## src/rtl/clk_div_multi.sv

```systemverilog
// clk_div_multi: N_CH independent programmable clock dividers sharing a run gate and a
// resync strobe. New ratios are taken only at a channel's toggle boundary, so DRV never glitches.
module clk_div_multi #(
    parameter int N_CH     = 4,
    parameter int CNT_W    = 8,
    parameter int DEF_HALF = 50,
    parameter int STOP_CLR = 0,
    localparam int CH_W    = (N_CH > 1) ? $clog2(N_CH) : 1
) (
    input  logic             CLKIN,
    input  logic             Reset,
    input  logic             SYN1OUT,
    input  logic             resync,
    input  logic             cfg_wr,
    input  logic [CH_W-1:0]  cfg_ch,
    input  logic [CNT_W-1:0] cfg_half,
    input  logic [CNT_W-1:0] cfg_phase,
    output logic [N_CH-1:0]  cfg_pending,
    output logic [N_CH-1:0]  DRV
);

    localparam logic [CNT_W-1:0] DEF_HALF_V = CNT_W'(DEF_HALF);

    logic [CNT_W-1:0] r_cnt    [N_CH];
    logic [CNT_W-1:0] r_active [N_CH];
    logic [CNT_W-1:0] r_shadow [N_CH];
    logic [CNT_W-1:0] r_phase  [N_CH];
    logic [N_CH-1:0]  r_pending;
    logic [N_CH-1:0]  r_drv;

    logic             w_chValid;
    logic [N_CH-1:0]  w_wrHit;
    logic [N_CH-1:0]  w_atTerm;
    logic [CNT_W-1:0] w_resyncHalf [N_CH];
    logic [CNT_W-1:0] w_resyncCnt  [N_CH];

    // A resync with a pending shadow adopts the new half first and clamps the phase against it.
    always_comb begin
        w_chValid = (int'(cfg_ch) < N_CH);
        w_wrHit   = '0;
        w_atTerm  = '0;
        for (int i = 0; i < N_CH; i++) begin
            w_wrHit[i]      = cfg_wr && w_chValid && (int'(cfg_ch) == i);
            w_atTerm[i]     = (r_cnt[i] == r_active[i]);
            w_resyncHalf[i] = r_pending[i] ? r_shadow[i] : r_active[i];
            w_resyncCnt[i]  = (r_phase[i] < w_resyncHalf[i]) ? r_phase[i] : w_resyncHalf[i];
        end
    end

    // The config write is evaluated last so a coincident write always lands as pending.
    always_ff @(posedge CLKIN or negedge Reset) begin
        if (!Reset) begin
            for (int i = 0; i < N_CH; i++) begin
                r_cnt[i]    <= '0;
                r_active[i] <= DEF_HALF_V;
                r_shadow[i] <= DEF_HALF_V;
                r_phase[i]  <= '0;
            end
            r_pending <= '0;
            r_drv     <= '0;
        end else begin
            for (int i = 0; i < N_CH; i++) begin
                if (resync) begin
                    r_cnt[i]     <= w_resyncCnt[i];
                    r_drv[i]     <= 1'b0;
                    r_active[i]  <= w_resyncHalf[i];
                    r_pending[i] <= 1'b0;
                end else if (!SYN1OUT) begin
                    if (w_atTerm[i]) begin
                        r_cnt[i] <= '0;
                        r_drv[i] <= ~r_drv[i];
                        if (r_pending[i]) begin
                            r_active[i]  <= r_shadow[i];
                            r_pending[i] <= 1'b0;
                        end
                    end else begin
                        r_cnt[i] <= r_cnt[i] + CNT_W'(1);
                    end
                end else if (STOP_CLR != 0) begin
                    r_drv[i] <= 1'b0;
                end

                if (w_wrHit[i]) begin
                    r_shadow[i]  <= cfg_half;
                    r_phase[i]   <= cfg_phase;
                    r_pending[i] <= 1'b1;
                end
            end
        end
    end

    assign DRV         = r_drv;
    assign cfg_pending = r_pending;

endmodule

```

## config.mk

```make
export PLATFORM = sky130hd
export DESIGN_NAME = clk_div_multi
export DESIGN_NICKNAME = d
export VERILOG_FILES = /design/src/rtl/clk_div_multi.sv
export SDC_FILE = /design/constraint.sdc
export NUM_CORES = 1
export LEC_CHECK = 0
export ABC_AREA = 1
export CELL_PAD_IN_SITES_DETAIL_PLACEMENT = 0
export CELL_PAD_IN_SITES_GLOBAL_PLACEMENT = 1
export CORE_ASPECT_RATIO = 0.7
export CORE_UTILIZATION = 47
export CTS_BUF_LIST = sky130_fd_sc_hd__clkbuf_16
export DETAILED_ROUTE_END_ITERATION = 7
export GPL_ROUTABILITY_DRIVEN = 0
export PLACE_DENSITY_LB_ADDON = 0.1
export SYNTH_ARGS = -nofsm -noshare
export SYNTH_HDL_FRONTEND = slang
export SYNTH_SLANG_ARGS = --single-unit
```

## constraint.sdc

```tcl
create_clock -name CLKIN -period 2.9 [get_ports CLKIN]
set_clock_uncertainty 0.1 [all_clocks]
set_input_delay 0.435 -clock CLKIN [delete_from_list [all_inputs] [get_ports CLKIN]]
set_output_delay 0.435 -clock CLKIN [all_outputs]
set_load 0.1 [all_outputs]
```

==> results.txt, run 1 <==
- Status: finished, final reports clean
- Worst path arrival time: 2.79 ns
* CTS H-tree depth: 4
- Total of flip-flops plus latches after synthesis: 136
- TNS Setup: 0 ns
- For this run, the total global-route usage over all layers was measured as 23.6%.
- Average routed wire per standard cell: 15.6 µm
- STA classifies the critical path startpoint as a register.
- Count of cell types in the netlist: 35
* Area inside the core boundary: 17200 µm²
* Total inserted antenna cells: 0
- TritonCTS built the clock tree.
* Worst max-slew margin expressed relative to the limit: 59.2%
- Setup repair after global routing left no endpoint under its margin.
* Total Nets Final: 1087
- Portion of the post-synthesis area used by sequential elements: 41.6%
* Worst Hold Class: reg2reg
- Avg Inst Size Synth: 8.26 µm²
- Once routing completed, OpenROAD measured the worst setup slack at 0.364 ns.
- The first global-routing pass estimated 32800 µm of wire.
* Total number of yosys warnings: 0
* Maximum buffer depth of the clock tree: 2
- Die Y-Extent: 113 µm
- MaxCap Viol Count: 0
* Number of I/O pins: 31
* Total CTS buffers: 17
* Final worst-path cycle share: 87.4%
- Required time of the critical path: 3.15 ns
- The via count of the first global-routing pass was 5875.
- Of all nets on the critical path, the largest fanout is 9.
* Post-DR vias/cell: 4.94
- Summed over all nets, wire length on met2 after detailed routing comes to 7920 µm.
- The number of antenna violations at the first check in global routing is 0.
- Sinks on Clock Net: 136
- Final setup violation count: 0
- The cell area that synthesis handed to floorplanning was 8250 µm².
* Commonest non-fill, non-tap cell in the layout: sky130_fd_sc_hd__nand2_1
- OpenSTA, run right after detailed placement, puts the worst setup slack at 0.372 ns.
- Summed over all nets, the half-perimeter wirelength after detailed placement is 14400 µm.
- Pin slew with the least headroom to its limit: 0.606 ns
* I/O Buffers: 30
- Post-Synthesis Net Count: 1054
* Number of nets with antenna violations after routing: 0
- The clock reaches the later pin of the worst-skew pair after 0.43 ns.
* Floorplan die area: 18100 µm²
- Global route overflow: 0
- Timing would allow up to 394 MHz.
- In the synthesized netlist, the number of instances is 999.
* Fin. max-slew vios: 0
- From left edge to right edge, the die measures 160 µm.
- Once the clock tree was built, the resizer swapped 0 gates to a different size.
- For this configuration, the core starts out at a cell density of 48.1%.
- Leakage: 4.57 nW
* Highest ir drop seen on vdd: 438 µV
* Uppermost layer routed: met4
- Count of fill cells added during filler insertion: 1618
- The final layout contains routed wiring with a total length of 19900 µm.
* Minimum clock period: 2.54 ns
- The cell sitting at the root of the clock tree is a sky130_fd_sc_hd__clkbuf_16.
* Pin count of the biggest net entering global routing: 61
* Detailed-router iteration count before antenna repair: 5
* Final worst hold slack: 0.386 ns
- Power density cells: 921 nW/µm²
- Endpoint kind of the worst setup timing path: register
- Proportion of layout cells with a drive suffix above 1: 19.1%
- After detailed routing, the number of remaining DRC violations is 0.
- Via count: 6302
- Worst-path clk slew: 0.06 ns
* Most frequent cells in the layout: sky130_fd_sc_hd__nand2_1, sky130_fd_sc_hd__dfrtp_1, sky130_fd_sc_hd__inv_1
- Area added between synthesis and finish: 12.7%
* Detailed route wirelength on metal3: 952 µm
- Met1 WL: 10900 µm
- Number of standard-cell rows in the floorplan: 40
- Hold Violations, Final: 0
- After the first detailed-routing iteration, the DRC count stood at 428.
- Setup Crit Path Kind: reg2reg
## final timing paths
| check | startpoint | end | slack, ns | cells past startpoint |
|---|---|---|---|---|
| hold / removal | r_active[10] | r_active[10] | 0.39 | 2 |
| hold reg to reg | r_active[10] | r_active[10] | 0.39 | 2 |
| max in group asynchronous | Reset | r_shadow[17] | 1.48 | 3 |
| setup / recovery | cfg_pending[1] | r_cnt[19] | 0.36 | 10 |
| setup reg to reg | cfg_pending[1] | r_cnt[19] | 0.36 | 10 |
| min in group asynchronous | Reset | r_active[6] | 0.44 | 2 |
## state kept, by name, summed over array words and instances (netlist names)
signal       count
r_phase         32
cfg_pending      4
DRV              4
r_shadow        32
r_cnt           32
r_active        32
## cell type report
cell class | count | area (µm²) | share of cell area [%]
Multi-Input combinational cell | 714 | 4100 | 44.1
Clock buffer | 17 | 425 | 4.57
Tap cell | 231 | 289 | 3.11
Inverter | 110 | 425 | 4.57
Clock inverter | 15 | 160 | 1.72
Sequential cell | 136 | 3430 | 36.9
Timing Repair Buffer | 53 | 464 | 4.99
## what timing repair did
action	CTS	global route
hold buffers	1	0
hold endpoints to repair	47	0
endpoints found under the setup margin	0	0
setup buffers	0	0
## layer usage
layer | vias up | global-route usage [%]
met4 | 0 | 4.70
met2 | 109 | 32.0
met3 | 14 | 5.17
met1 | 2891 | 37.7
met5 | - | 0
li1 | 3288 | -
## per-stage QoR
stage | cells | cell area, µm² | power [mW] | utilization, %
after floorplan | 999 | 8250 | 5.65 | -
after global placement | 1243 | 8700 | 6.39 | 50.7
after detailed placement | 1243 | 8700 | 6.39 | 50.7
after CTS | 1276 | 9300 | 8.62 | 54.2
after global routing | 1276 | 9300 | 9.22 | 54.2
final | 1276 | 9300 | 8.57 | 54.2
## cell families after synthesis
| logic type | synth area share [%] |
|---|---|
| and+or+nand+nor | 25.9 |
| AOI/OAI and AO/OA | 13.1 |
| buffers and inverters | 8.65 |
| DFF | 41.6 |
| xor gates and xnor gates | 3.91 |
| adders and majority gates | 4.85 |
| muxes | 1.94 |
## critical path, cell delays in order, from the launching register on
cell	delay, ns
sky130_fd_sc_hd__dfrtp_1	0.53
sky130_fd_sc_hd__inv_4	0.10
sky130_fd_sc_hd__o21ai_0	0.27
sky130_fd_sc_hd__ha_1	0.31
sky130_fd_sc_hd__a21oi_1	0.16
sky130_fd_sc_hd__nor2_1	0.08
sky130_fd_sc_hd__a211oi_4	0.43
sky130_fd_sc_hd__nand2_4	0.16
sky130_fd_sc_hd__nand2_1	0.09
sky130_fd_sc_hd__nand3_1	0.07
sky130_fd_sc_hd__a21oi_1	0.15
## synth_stat cells (all sizes together)
| master | count | area (µm²) |
|---|---|---|
| buf | 27 | 243 |
| clkbuf | 12 | 45.0 |
| xnor2 | 13 | 121 |
| ha | 32 | 400 |
| nand2 | 282 | 1200 |
| a211oi | 4 | 80.1 |
| a21oi | 42 | 285 |
| or2 | 6 | 37.5 |
| dfstp | 24 | 631 |
| nand3b | 2 | 15.0 |
| nor2 | 63 | 254 |
| o21ai | 121 | 718 |
| mux2i | 16 | 160 |
| nand3 | 98 | 561 |
| nor3 | 6 | 30.0 |
| xor2 | 23 | 201 |
| inv | 110 | 425 |
| nand4 | 6 | 37.5 |
| dfrtp | 112 | 2800 |
## where the power goes
part           internal (mW)  switching, mW  leakage (nW)  total [mW]
Combinational           1.33           1.98          2.65        3.32
Sequential              2.47          0.588          1.64        3.06
Clock                   1.33          0.854         0.277        2.19
Total                   5.14           3.43          4.57        8.57
(Power assumes the default switching activity.)
==> inputs of run 2 (changes only) <==
--- a/config.mk
+++ b/config.mk
@@ -14,6 +14,7 @@
 export DETAILED_ROUTE_END_ITERATION = 7
 export GPL_ROUTABILITY_DRIVEN = 0
 export PLACE_DENSITY_LB_ADDON = 0.1
+export SLEW_MARGIN = 20
 export SYNTH_ARGS = -nofsm -noshare
 export SYNTH_HDL_FRONTEND = slang
 export SYNTH_SLANG_ARGS = --single-unit
==> results of run 2 <==
Final layout, timing and power as in run 1 (identical DEF).
